## config.mk

```make
export PLATFORM = sky130hd
export DESIGN_NAME = e7udp_vio_client
export DESIGN_NICKNAME = d
export VERILOG_FILES = /design/src/rtl/e7udp_vio_pkg.sv /design/src/rtl/e7udp_vio_rx_parse.sv /design/src/rtl/e7udp_vio_client.sv
export SDC_FILE = /design/constraint.sdc
export NUM_CORES = 1
export LEC_CHECK = 0
export CAP_MARGIN = 5
export CORE_UTILIZATION = 53
export CTS_BUF_LIST = sky130_fd_sc_hd__clkbuf_8
export DETAILED_ROUTE_END_ITERATION = 8
export PLACE_DENSITY = 0.95
export SLEW_MARGIN = 20
export SYNTH_ARGS = -nofsm -noshare
export SYNTH_HDL_FRONTEND = slang
export SYNTH_SLANG_ARGS = --single-unit
```

## constraint.sdc

```tcl
create_clock -name clk -period 3.13 [get_ports clk]
set_clock_uncertainty 0.2 [all_clocks]
set_input_delay 0.626 -clock clk [delete_from_list [all_inputs] [get_ports clk]]
set_output_delay 0.626 -clock clk [all_outputs]
set_load 0.02 [all_outputs]
```

## src/rtl/e7udp_vio_pkg.sv

```systemverilog
// e7udp_vio_pkg: constants shared by the VIO client and the VIO responder.
// Holds the payload mode codes, request lengths, request word indices, FSM
// state types and a helper that returns the request length for a mode.
package e7udp_vio_pkg;

    // Payload mode codes (payload bits [9:8])
    localparam logic [1:0] MODE_IN   = 2'd0;  // set
    localparam logic [1:0] MODE_OUT  = 2'd1;  // get
    localparam logic [1:0] MODE_INFO = 2'd2;  // info
    localparam logic [1:0] MODE_IRQ  = 2'd3;  // interrupt (illegal as a command)

    // UDP length field values
    localparam logic [15:0] LEN_SET = 16'd8;
    localparam logic [15:0] LEN_GET = 16'd4;

    // Request packet word indices
    localparam logic [2:0] W_DST_IP  = 3'd0;
    localparam logic [2:0] W_SRC_IP  = 3'd1;
    localparam logic [2:0] W_PORTS   = 3'd2;
    localparam logic [2:0] W_LEN     = 3'd3;
    localparam logic [2:0] W_PAYLOAD = 3'd4;
    localparam logic [2:0] W_DATA    = 3'd5;

    typedef enum logic [2:0] {
        T_IDLE = 3'd0,
        T_REQ  = 3'd1,
        T_HDR  = 3'd2,
        T_ADDR = 3'd3,
        T_DATA = 3'd4,
        T_WAIT = 3'd5
    } tx_state_t;

    typedef enum logic [2:0] {
        R_IDLE    = 3'd0,
        R_HDR     = 3'd1,
        R_PAYLOAD = 3'd2,
        R_DATA    = 3'd3,
        R_DROP    = 3'd4
    } rx_state_t;

    // Set carries an extra data word, so its length is larger
    function automatic logic [15:0] req_len(input logic [1:0] mode);
        if (mode == MODE_IN) begin
            req_len = LEN_SET;
        end else begin
            req_len = LEN_GET;
        end
    endfunction

endpackage

```

## src/rtl/e7udp_vio_rx_parse.sv

```systemverilog
// e7udp_vio_rx_parse: receive FSM and payload dispatch for the VIO client.
// Ports:
//   clk, rst             clock, synchronous active-high reset
//   r_enable, r_data     UPL receive word strobe and word
//   reply_valid          data word of a get/info reply is on r_data (combinational)
//   reply_mode/addr      mode/addr of that reply (held from the payload word)
//   reply_data           the reply data word (r_data passthrough)
//   irq_valid, irq_flags registered interrupt strobe and flags
module e7udp_vio_rx_parse
    import e7udp_vio_pkg::*;
(
    input  logic        clk,
    input  logic        rst,
    input  logic        r_enable,
    input  logic [31:0] r_data,
    output logic        reply_valid,
    output logic [1:0]  reply_mode,
    output logic [7:0]  reply_addr,
    output logic [31:0] reply_data,
    output logic        irq_valid,
    output logic [7:0]  irq_flags
);

    rx_state_t  rx_state_r;
    logic [1:0] hdr_cnt_r;

    // The reply strobe is combinational so the client can register its
    // response in the same edge that samples the data word.
    assign reply_valid = (rx_state_r == R_DATA) && r_enable;
    assign reply_data  = r_data;

    // Receive FSM; any cycle with r_enable low ends the current packet
    always_ff @(posedge clk) begin
        if (rst) begin
            // A packet already in flight at reset release is discarded whole
            rx_state_r <= r_enable ? R_DROP : R_IDLE;
            hdr_cnt_r  <= 2'd0;
            reply_mode <= 2'd0;
            reply_addr <= 8'd0;
            irq_valid  <= 1'b0;
            irq_flags  <= 8'd0;
        end else begin
            irq_valid <= 1'b0;
            case (rx_state_r)
                R_IDLE: begin
                    // Word 0 is consumed in this cycle
                    if (r_enable) begin
                        hdr_cnt_r  <= 2'd1;
                        rx_state_r <= R_HDR;
                    end
                end
                R_HDR: begin
                    if (!r_enable) begin
                        rx_state_r <= R_IDLE;
                    end else if (hdr_cnt_r == 2'd3) begin
                        rx_state_r <= R_PAYLOAD;
                    end else begin
                        hdr_cnt_r <= hdr_cnt_r + 2'd1;
                    end
                end
                R_PAYLOAD: begin
                    if (!r_enable) begin
                        rx_state_r <= R_IDLE;
                    end else begin
                        case (r_data[9:8])
                            MODE_IRQ: begin
                                irq_valid  <= 1'b1;
                                irq_flags  <= r_data[7:0];
                                rx_state_r <= R_DROP;
                            end
                            MODE_OUT, MODE_INFO: begin
                                reply_mode <= r_data[9:8];
                                reply_addr <= r_data[7:0];
                                rx_state_r <= R_DATA;
                            end
                            default: rx_state_r <= R_DROP;
                        endcase
                    end
                end
                R_DATA: begin
                    rx_state_r <= r_enable ? R_DROP : R_IDLE;
                end
                R_DROP: begin
                    if (!r_enable) begin
                        rx_state_r <= R_IDLE;
                    end
                end
                default: rx_state_r <= R_IDLE;
            endcase
        end
    end

endmodule

```

## src/rtl/e7udp_vio_client.sv

```systemverilog
// e7udp_vio_client: host-side initiator for the UDP virtual-I/O protocol.
// Turns set/get/info commands into UPL request packets and turns reply and
// interrupt packets into rsp_* and irq_* strobes.
// Ports: cmd_* command handshake, rsp_* response strobe, irq_* interrupt
// strobe, r_* UPL receive side, w_* UPL transmit side.
// Optional: define E7UDP_VIO_CLIENT_TIMEOUT_EN to bound the reply wait by
// TIMEOUT_CYCLES; otherwise a get/info waits indefinitely.
module e7udp_vio_client
    import e7udp_vio_pkg::*;
#(
    parameter logic [31:0] LOCAL_IP       = 32'h0A000001,
    parameter logic [31:0] REMOTE_IP      = 32'h0A000002,
    parameter logic [15:0] LOCAL_PORT     = 16'd16384,
    parameter logic [15:0] REMOTE_PORT    = 16'd16385,
    parameter int          TIMEOUT_CYCLES = 65535
) (
    input  logic        clk,
    input  logic        rst,
    input  logic        cmd_valid,
    output logic        cmd_ready,
    input  logic [1:0]  cmd_mode,
    input  logic [7:0]  cmd_addr,
    input  logic [31:0] cmd_wdata,
    output logic        rsp_valid,
    output logic [1:0]  rsp_mode,
    output logic [7:0]  rsp_addr,
    output logic [31:0] rsp_data,
    output logic        rsp_timeout,
    output logic        irq_valid,
    output logic [7:0]  irq_flags,
    input  logic        r_req,
    input  logic        r_enable,
    output logic        r_ack,
    input  logic [31:0] r_data,
    output logic        w_req,
    output logic        w_enable,
    input  logic        w_ack,
    output logic [31:0] w_data
);

    tx_state_t   tx_state_r;
    logic [1:0]  cmd_mode_r;
    logic [7:0]  cmd_addr_r;
    logic [31:0] cmd_wdata_r;
    logic [2:0]  wcnt_r;
    logic        reply_valid_s;
    logic [1:0]  reply_mode_s;
    logic [7:0]  reply_addr_s;
    logic [31:0] reply_data_s;
    logic        unused_r_req_s;
`ifdef E7UDP_VIO_CLIENT_TIMEOUT_EN
    logic [31:0] tmo_cnt_r;
`else
    logic [31:0] unused_tmo_s;
    assign unused_tmo_s = 32'(TIMEOUT_CYCLES);
`endif

    // Receive words are qualified by r_enable alone
    assign unused_r_req_s = r_req;
    assign r_ack = 1'b1;

    // Request word for a given index of the latched command
    function automatic logic [31:0] tx_word(input logic [2:0] idx,
                                            input logic [1:0] mode,
                                            input logic [7:0] addr,
                                            input logic [31:0] wdata);
        case (idx)
            W_DST_IP:  tx_word = REMOTE_IP;
            W_SRC_IP:  tx_word = LOCAL_IP;
            W_PORTS:   tx_word = {REMOTE_PORT, LOCAL_PORT};
            W_LEN:     tx_word = {16'h0000, req_len(mode)};
            W_PAYLOAD: tx_word = {22'h000000, mode, addr};
            W_DATA:    tx_word = wdata;
            default:   tx_word = 32'h00000000;
        endcase
    endfunction

    e7udp_vio_rx_parse u_rx (
        .clk         (clk),
        .rst         (rst),
        .r_enable    (r_enable),
        .r_data      (r_data),
        .reply_valid (reply_valid_s),
        .reply_mode  (reply_mode_s),
        .reply_addr  (reply_addr_s),
        .reply_data  (reply_data_s),
        .irq_valid   (irq_valid),
        .irq_flags   (irq_flags)
    );

    // Transmit FSM, command latch, reply matching and response strobe
    always_ff @(posedge clk) begin
        if (rst) begin
            tx_state_r  <= T_IDLE;
            cmd_ready   <= 1'b0;
            cmd_mode_r  <= 2'd0;
            cmd_addr_r  <= 8'd0;
            cmd_wdata_r <= 32'd0;
            wcnt_r      <= 3'd0;
            w_req       <= 1'b0;
            w_enable    <= 1'b0;
            w_data      <= 32'd0;
            rsp_valid   <= 1'b0;
            rsp_mode    <= 2'd0;
            rsp_addr    <= 8'd0;
            rsp_data    <= 32'd0;
            rsp_timeout <= 1'b0;
`ifdef E7UDP_VIO_CLIENT_TIMEOUT_EN
            tmo_cnt_r   <= 32'd0;
`endif
        end else begin
            rsp_valid   <= 1'b0;
            rsp_timeout <= 1'b0;
            case (tx_state_r)
                T_IDLE: begin
                    if (cmd_valid && cmd_ready) begin
                        cmd_mode_r  <= cmd_mode;
                        cmd_addr_r  <= cmd_addr;
                        cmd_wdata_r <= cmd_wdata;
                        if (cmd_mode == MODE_IRQ) begin
                            // Illegal mode: answer at once, send nothing,
                            // and stay ready for the next command
                            rsp_valid   <= 1'b1;
                            rsp_timeout <= 1'b1;
                            rsp_mode    <= cmd_mode;
                            rsp_addr    <= cmd_addr;
                            rsp_data    <= 32'd0;
                        end else begin
                            cmd_ready  <= 1'b0;
                            w_req      <= 1'b1;
                            tx_state_r <= T_REQ;
                        end
                    end else begin
                        cmd_ready <= 1'b1;
                    end
                end
                T_REQ: begin
                    if (w_ack) begin
                        w_req      <= 1'b0;
                        w_enable   <= 1'b1;
                        w_data     <= tx_word(W_DST_IP, cmd_mode_r, cmd_addr_r, cmd_wdata_r);
                        wcnt_r     <= 3'd1;
                        tx_state_r <= T_HDR;
                    end
                end
                T_HDR: begin
                    // State names the word currently on the bus: header
                    // words 0..3 here, the payload word in T_ADDR
                    w_data <= tx_word(wcnt_r, cmd_mode_r, cmd_addr_r, cmd_wdata_r);
                    wcnt_r <= wcnt_r + 3'd1;
                    if (wcnt_r == W_PAYLOAD) begin
                        tx_state_r <= T_ADDR;
                    end
                end
                T_ADDR: begin
                    if (cmd_mode_r == MODE_IN) begin
                        w_data     <= cmd_wdata_r;
                        tx_state_r <= T_DATA;
                    end else begin
                        w_enable   <= 1'b0;
                        w_data     <= 32'd0;
                        tx_state_r <= T_WAIT;
`ifdef E7UDP_VIO_CLIENT_TIMEOUT_EN
                        tmo_cnt_r  <= 32'd0;
`endif
                    end
                end
                T_DATA: begin
                    w_enable   <= 1'b0;
                    w_data     <= 32'd0;
                    rsp_valid  <= 1'b1;
                    rsp_mode   <= cmd_mode_r;
                    rsp_addr   <= cmd_addr_r;
                    rsp_data   <= 32'd0;
                    cmd_ready  <= 1'b1;
                    tx_state_r <= T_IDLE;
                end
                T_WAIT: begin
                    if (reply_valid_s && (reply_mode_s == cmd_mode_r) &&
                        (reply_addr_s == cmd_addr_r)) begin
                        rsp_valid  <= 1'b1;
                        rsp_mode   <= cmd_mode_r;
                        rsp_addr   <= cmd_addr_r;
                        rsp_data   <= reply_data_s;
                        cmd_ready  <= 1'b1;
                        tx_state_r <= T_IDLE;
`ifdef E7UDP_VIO_CLIENT_TIMEOUT_EN
                    end else if (tmo_cnt_r == 32'(TIMEOUT_CYCLES - 1)) begin
                        // Strobe lands TIMEOUT_CYCLES cycles after T_WAIT entry
                        rsp_valid   <= 1'b1;
                        rsp_timeout <= 1'b1;
                        rsp_mode    <= cmd_mode_r;
                        rsp_addr    <= cmd_addr_r;
                        rsp_data    <= 32'd0;
                        cmd_ready   <= 1'b1;
                        tx_state_r  <= T_IDLE;
                    end else begin
                        tmo_cnt_r <= tmo_cnt_r + 32'd1;
`endif
                    end
                end
                default: tx_state_r <= T_IDLE;
            endcase
        end
    end

endmodule

```

Word level (Yosys, flattened, before mapping). Index checks and enable logic that the tools add are counted.

Bits of input ports: 80. Bits in writable memories: 0. Output and inout port bits: 89. Memories: 0. Latch bits: 0. Word-level logic and storage cells: 144. Memory bits (read-only): 0. Bits in registers: 151.

Muxes and demuxes: 55. Add/sub/neg operators: 2. $mul: 0. Magnitude comparators: 0. Reduce and logical (&&, ||, !) cells: 29. Bitwise operators: 3. Div/mod/pow operators: 0. Shift-type cells: 0. Equal/unequal tests: 35.

Operators with widths (count): case mux 32 bit (6 select lines) (1); two-way mux 32 bit (5); case mux 32 bit (4 select lines) (1); case mux 32 bit (3 select lines) (1); two-way mux 3 bit (14); case mux 3 bit (5 select lines) (2); two-way mux 8 bit (3); case mux 8 bit (3 select lines) (1); != test 2 bit, second input constant (10); == test 3 x 2 -> 1 bit, second input constant (6); == test 3 bit, second input constant (5); AND reduction 3 bit (5); two-way mux 1 bit (13); two-way mux 2 bit (6); AND reduction 4 bit (3); == test 3 x 1 -> 1 bit, second input constant (3); logical NOT 3 bit (3); != test 3 bit, second input constant (3); case mux 1 bit (3 select lines) (3); == test 2 bit, second input constant (4); == test 8 bit (1); case mux 2 bit (3 select lines) (1); case mux 3 bit (2 select lines) (1); AND reduction 2 bit (3); 17 further kinds (26).

Depth between registers and ports, before layout. Gate-level depths: netlist of run 1.

Word-level depth: 6. Gate-level depth with buffers: 8. Depth with buffers taken out: 7.

Modules after synthesis. From an unflattened synthesis of run 1, not the netlist that was laid out.

Cell total of the unflattened synthesis: 745. Area total of the unflattened synthesis: 6480.0 um^2.

Modules (own cells, without submodules): e7udp_vio_client (times used 1, sequential area each 2542.4 um^2, cells an instance 593, area each 5102.4 um^2); e7udp_vio_rx_parse (times used 1, sequential area each 510.5 um^2, cells an instance 152, area each 1377.6 um^2).

Worst setup path before layout of run 1. Ideal clock, no wire load.

Path type: input -> register. Start point: input port cmd_valid. End point: register rsp_data[0]. Setup time: 117 ps. Path slack: 1046 ps. Arrival: 1767 ps. Required time: 2813 ps. Buffers on the path: 2. Cell stages on the path: 7. Cells stage by stage: and4bb_1 -> and3_1 -> nor2_1 -> and3_1 -> buf_2 -> buf_6 -> a22o_1.

Cells in the longest elaborated chain, start to end: 3.

Ends and longest elaborated chain: start: declaration (RTL line e7udp_vio_client.sv:19) `input logic cmd_valid,`; logical AND 1 bit (RTL line e7udp_vio_client.sv:116) `if (cmd_valid && cmd_ready) begin`; != test 2 bit (no line); AND reduction 4 bit (no line); end signal: assignment (RTL line e7udp_vio_client.sv:184) `rsp_data <= reply_data_s;`; end: declaration (RTL line e7udp_vio_client.sv:27) `output logic [31:0] rsp_data,`.

Every way passes these cells. A chain may end at the register's enable or synchronous reset.

Worst setup path in the final report of run 1.
Start point: register tx_state_r[0]. End point: register rsp_addr[3].

Cells in the longest elaborated chain, start to end: 3. Elaborated cells between the ends (all ways): 9. Classes of those cells: 5 x eq/ne; 1 x mux; 3 x reduce/logical.

Ends and longest elaborated chain: start: declaration (RTL line e7udp_vio_client.sv:41) `tx_state_t tx_state_r;`; start signal: assignment (RTL line e7udp_vio_client.sv:94) `tx_state_r <= T_IDLE;`; start signal: assignment (RTL line e7udp_vio_client.sv:131) `tx_state_r <= T_REQ;`; start signal: assignment (RTL line e7udp_vio_client.sv:143) `tx_state_r <= T_HDR;`; == test 3 bit / logical NOT 3 bit (equally long branches) (RTL line e7udp_vio_client.sv:114) `case (tx_state_r)`; != test 2 bit (no line) / nonzero test 3 bit (equally long branches); AND reduction 4 bit (no line); end signal: assignment (RTL line e7udp_vio_client.sv:126) `rsp_addr <= cmd_addr;`; end signal: assignment (RTL line e7udp_vio_client.sv:173) `rsp_addr <= cmd_addr_r;`; end signal: assignment (RTL line e7udp_vio_client.sv:183) `rsp_addr <= cmd_addr_r;`; end: declaration (RTL line e7udp_vio_client.sv:26) `output logic [7:0] rsp_addr,`.

Parallel ways exist; a longest one is shown, timed or not.

==> reports/qor.yml, run 1 <==
outcome:
  status: "complete, no violations"
clocking:
  cts.sinks: 151
  cts_hold_buf: 0
  ctsResizeCount: 0
  max-clock-path-buffers: 2
  clkSlewWorstSetupHoldPaths_ns: 0.08
  htreeDepth: 4
  clkLatencyLatePin_ns: 0.45
  root_buffer: "clkbuf_8"
  post-cts-setup-buffers: 0
  cts_made_buffers: 17
  cts_tree: "yes"
sta:
  tns_ns: 0
  hold_viol: 0
  rsz0062_at_grt: "false"
  setup_violations: 0
  slew_headroom_pct: 35.94
  fin_ws_ns: 0.6212
  fin_crit_ns: 2.509
  worst_pin_slew_ns: 0.9574
  drv_slew: 0
  fmax_ghz: 0.3986
  period_share_pct: 80.15
setup_path:
  required_ns: 3.27
  setup.worst_path.end_class: "flop"
  reg2reg_depth: 5
  cp.arrival_ns: 2.65
  crit_fanout: 16
  startpoint_type: "flop"
  crit_type: "reg -> reg"
hold_path:
  hp-class: "reg -> reg"
  hold_depth: 2
floorplan:
  dieArea_um2: 11590
  start_util_pct: 54.57
  coreArea_um2: 10840
  num_rows: 38
  io_pins: 169
  die_x_um: 107.7
  die_h_um: 107.7
routing:
  dr.pass1.iters: 6
  drt-total-wl_um: 16140
  dr.first_iter.drc_count: 465
  dr_total_vias: 5370
  wl_per_cell_um: 17.17
  postRouteAntennaNets: 0
  viasPerCell: 5.713
  remaining_drc_errors: 0
synthesis:
  synthTopCellsByArea: "dfxtp_1, nand2_1, a21oi_1"
  synth_edf_count: 3
  yosysSeqAreaShare_pct: 51.61
  ys.flop_type: "dfxtp_1"
  synth_commonest_cells: "dfxtp_1, nand2_1, nor2_1, a21oi_1, a22o_1"
  syn_nets: 730
  netlist_instances: 643
  syn_area_per_cell_um2: 9.200
  ys_types: 49
  yosys_warnings: 0
  async_reset_ff_share_pct: 0
  yosysMostFrequentCell: "dfxtp_1"
  synth_top_area_share_pct: 50.08
  ys_ff_latch: 151
  syn_area_um2: 5916
  yosys.area.top_type: "dfxtp_1"
finish:
  nFillCells: 734
  final_cell_area_um2: 7996
  final_net_count: 875
  register_area_um2: 3053
  multiInputGateArea_um2: 2585
  area_delta_synth_final_pct: 35.17
  drive_gt1_share_pct: 6.125
  antenna_cells: 0
placement:
  pre_cts_slack_ns: 0.2570
  hpwl_um: 11400
  placed_area_um2: 7581
  gp_congestion: 0.9096
  numPortBuffers: 166
pwr:
  worst_ir_drop_vdd_mv: 0.4080
  power.static_leakage_nw: 3.087
  power_density_nw_per_um2: 513.1
grt:
  grt-ovfl-total: 0
  first_global_vias: 5256
  antenna_found_initial: 0
  grt_max_degree: 70
  grt_pass1_wl_um: 25340
  grt_usage_pct: 28.52
run:
  drv_cap: 0
-- sequential cells by signal, indices dropped and copies added, names as in the netlist --
register	count
w_req	1
u_rx.reply_addr	8
cmd_ready	1
u_rx.rx_state_r	3
tx_state_r	3
u_rx.irq_valid	1
cmd_addr_r	8
rsp_addr	8
w_enable	1
rsp_data	32
u_rx.reply_mode	2
rsp_mode	2
rsp_timeout	1
cmd_wdata_r	32
u_rx.irq_flags	8
wcnt_r	3
cmd_mode_r	2
u_rx.hdr_cnt_r	2
w_data	32
rsp_valid	1
-- cell families (layout without fill, tap and decap cells) --
logic type	after synthesis	after routing	share of synthesized area, %
DFF	151	151	51.61
AOI/OAI and AO/OA	153	153	17.89
muxes	29	29	4.949
xor gates and xnor gates	10	10	1.481
and+or+nand+nor	235	235	17.68
buffers and inverters	57	214	4.843
other	1	1	0.06339
adders and majority gates	7	7	1.480
-- routing by layer --
| metal | share of wire [%] | vias up | track usage [%] |
|---|---|---|---|
| met3 | 11 | 39 | 11.50 |
| li1 | - | 2540 | - |
| met1 | 37 | 2515 | 29.41 |
| met2 | 49 | 276 | 50.18 |
| met5 | 0 | - | 0 |
| met4 | 2.7 | 0 | 13.31 |
-- where the power goes --
| group | internal [mW] | switching, mW |
|---|---|---|
| sequential | 2.00 | 0.0770 |
| combinational | 0.224 | 0.240 |
| clock | 0.861 | 0.703 |
-- placed cells by master (no fill, tap or decap), drive strengths merged, types with 2 or more instances in the layout --
cell / count
clkbuf: 21
a222oi: 6
inv: 10
a211o: 9
clkdlybuf4s50: 165
o311a: 2
nand2b: 5
mux2i: 27
nor3: 11
o21a: 2
nor2b: 5
nand3: 6
bufinv: 3
a21oi: 63
dfxtp: 148
a22o: 32
nand2: 109
and3: 4
nand4: 11
o21ai: 3
ha: 7
xor2: 3
xnor2: 7
a21o: 3
and4: 3
o31ai: 4
nor2: 70
mux2: 2
clkinv: 2
buf: 13
edfxtp: 3
a22oi: 24
nor4: 3
-- through the flow --
step / power (mW) / hold slack (ns) / utilization (%) / instances
floorplan: 2.380 / 0.2322 / - / 643
global placement: 2.551 / 0.2422 / 69.93 / 909
detailed placement: 2.577 / 0.2491 / 69.93 / 909
CTS: 4.114 / 0.2598 / 73.77 / 940
global route: 4.258 / 0.2763 / 73.77 / 940
finish: 4.103 / 0.2563 / 73.77 / 940
-- path summary, 6_finish.rpt --
| kind | slack [ns] | startpoint | end |
|---|---|---|---|
| setup / recovery | 0.62 | tx_state_r[0] | rsp_addr[3] |
| hold / removal | 0.26 | cmd_wdata_r[10] | cmd_wdata_r[10] |
| setup reg to reg | 0.62 | tx_state_r[0] | rsp_addr[3] |
| hold reg to reg | 0.26 | cmd_wdata_r[10] | cmd_wdata_r[10] |
-- critical path, stage by stage (launching register included) --
cell	delay (ns)
dfxtp_1	0.62
and4bb_1	0.30
and3_1	0.25
nor2_1	0.74
a211o_1	0.24
nand2_1	0.04
-- cell type report --
type	count	share of cell area, %
clock buffer	21	3.614
clock inverter	10	1.580
inverter	5	0.2347
multi-input combinational	435	32.33
sequential	151	38.18
tap	140	2.191
timing repair buffer	178	21.87
No activity file was read; power rests on OpenSTA's default activity.
==> run 2, diff against run 1 <==
Settings changed: CORE_UTILIZATION 53 to 44, PLACE_DENSITY 0.95 to 0.87.
Clock period 3.13 ns to 2.3 ns, I/O delays scaled along.
==> reports/qor.yml, run 2 (synthesis results as in run 1) <==
finish:
  drive_gt1_share_pct: 9.311  # +3.2 points
  register_area_um2: 3053  # unchanged
  multiInputGateArea_um2: 2585  # unchanged
  fin_cells: 999  # +6.3%
  biggestRegsByFlops: "cmd_wdata_r (32), rsp_data (32), w_data (32)"
  final_net_count: 901  # +3.0%
  nFillCells: 1027  # +40%
  final_cell_area_um2: 8329  # +4.2%
  post-route-util_pct: 64.69  # -9.1 points
  antenna_cells: 0  # unchanged
  final_common_cell: "clkdlybuf4s50_1"
  area_delta_synth_final_pct: 40.80
  final_cell_mix: "clkdlybuf4s50_1, dfxtp_1, nand2_1"
grt:
  grt_usage_pct: 23.22  # -5.3 points
  grt_max_degree: 44  # -37%
  grt-ovfl-total: 0  # unchanged
  grt_pass1_wl_um: 25730  # +1.6%
  antenna_found_initial: 0  # unchanged
  first_global_vias: 5017  # -4.5%
clocking:
  max-clock-path-buffers: 2  # unchanged
  cts_tree: "yes"
  ctsResizeCount: 0  # unchanged
  clkSlewWorstSetupHoldPaths_ns: 0.08  # about the same
  post-cts-setup-buffers: 0  # unchanged
  clkLatencyLatePin_ns: 0.44  # about the same
  cts.sinks: 151  # unchanged
  root_buffer: "clkbuf_8"
  cts_hold_buf: 0  # unchanged
  htreeDepth: 4  # unchanged
  cts_made_buffers: 17  # unchanged
sta:
  fin_crit_ns: 2.179  # -0.3298 ns
  period_share_pct: 94.74  # +15 points
  rsz0062_at_grt: "false"
  setup_violations: 0  # unchanged
  tns_ns: 0  # unchanged
  fmax_ghz: 0.4589  # +15%
  drv_slew: 0  # unchanged
  hold_viol: 0  # unchanged
pwr:
  p_switching_mw: 1.418  # +39%
  power_density_nw_per_um2: 667.9  # +30%
  worst_ir_drop_vdd_mv: 0.4349  # +6.6%
  seq_power_share_pct: 50.1  # -0.5 points
  intPower_mw: 4.145  # +34%
  switching_share_pct: 25.48  # +0.63 points
  power.share.clock_pct: 36.2  # -1.9 points
  power.static_leakage_nw: 3.238  # +4.9%
  pwr-share-comb_pct: 13.7  # +2.4 points
floorplan:
  coreArea_um2: 12880  # +19%
  num_rows: 41  # +7.9%
  io_pins: 169  # unchanged
  die_x_um: 118.0  # +9.6%
  start_util_pct: 45.94  # -8.6 points
  dieArea_um2: 13910  # +20%
  die_h_um: 118.0  # +9.6%
setup_path:
  crit_type: "reg -> reg"
  cp_slowest_stage_delay_ns: 0.54  # -0.20 ns
  startpoint_type: "flop"
  crit_family: "simple AND/OR/NAND/NOR gates"
  setup.worst_path.end_class: "flop"
  cp.arrival_ns: 2.31  # -0.34 ns
  cp_common_cell: "nor2_1"
  path_buf_inv: 1  # +1
  cp_slowest_cell: "dfxtp_1"
  cp_cell_sequence: "nand2b_1 > nor2_1 > nor2_2 > buf_12 > a222oi_1 > nor2_1"
  required_ns: 2.43  # -0.84 ns
  crit_fanout: 21  # +5
routing:
  dr_total_vias: 5409  # +0.73%
  dr.first_iter.drc_count: 490  # +5.4%
  viasPerCell: 5.414  # -5.2%
  wl_per_cell_um: 15.99  # -6.9%
  postRouteAntennaNets: 0  # unchanged
  remaining_drc_errors: 0  # unchanged
  dr.pass1.iters: 5  # -1
  drt-total-wl_um: 15970  # -1.0%
placement:
  numPortBuffers: 166  # unchanged
  dp_cells: 967  # +6.4%
  hpwl_um: 11440  # +0.34%
  gp_congestion: 0.9007  # -0.98%
  placed_area_um2: 7929  # +4.6%
run:
  drv_cap: 0  # unchanged
hold_path:
  hp-class: "in -> reg"
outcome:
  status: "complete, no violations"
==> run 2: layer usage <==
| layer | global-route usage, % | routed length (µm) | up-vias |
|---|---|---|---|
| li1 | - | - | 2600 |
| met1 | 29.21 | 6733 | 2537 |
| met2 | 37.83 | 7728 | 256 |
| met3 | 7.316 | 1360 | 16 |
| met4 | 6.971 | 148 | 0 |
| met5 | 0 | 0 | - |
==> run 2: worst reg2reg max path, stage by stage (launching register included) <==
cell	delay, ns
dfxtp_1	0.54
nand2b_1	0.24
nor2_1	0.38
nor2_2	0.11
buf_12	0.17
a222oi_1	0.35
nor2_1	0.07
==> run 2: area by class of cell <==
type,instances,share of cell area (%)
Clock buffer,20,3.305
Clock inverter,12,1.502
Inverter,5,0.2253
Multi-Input combinational cell,435,31.04
Sequential cell,151,36.65
Tap cell,172,2.584
Timing Repair Buffer,204,24.70
==> run 2: power by group through the flow <==
stage | sequential, mW | clock [mW] | combinational (mW)
after floorplan | 2.85 | 0 | 0.392
after global placement | 2.84 | 0 | 0.737
after detailed placement | 2.85 | 0 | 0.761
after CTS | 2.78 | 2.07 | 0.764
after global routing | 2.80 | 2.19 | 0.831
final | 2.79 | 2.01 | 0.763
==> run 2: worst paths after layout <==
kind | endpoint | depth (start not counted) | from | slack [ns]
setup / recovery | w_data[9] | 6 | tx_state_r[2] | 0.12
hold / removal | u_rx.hdr_cnt_r[0] | 2 | rst | 0.15
setup reg to reg | w_data[9] | 6 | tx_state_r[2] | 0.12
hold reg to reg | cmd_wdata_r[31] | 2 | cmd_wdata_r[31] | 0.26
==> run 2: stage by stage <==
step,hold WS [ns],setup slack (ns),power [mW]
finish,0.1499,0.1210,5.563
global route,0.1181,0.04121,5.815
CTS,0.1171,0.1632,5.617
detailed placement,0.2464,-0.2012,3.608
global placement,0.2398,-0.1123,3.578
floorplan,0.2322,0.3628,3.240
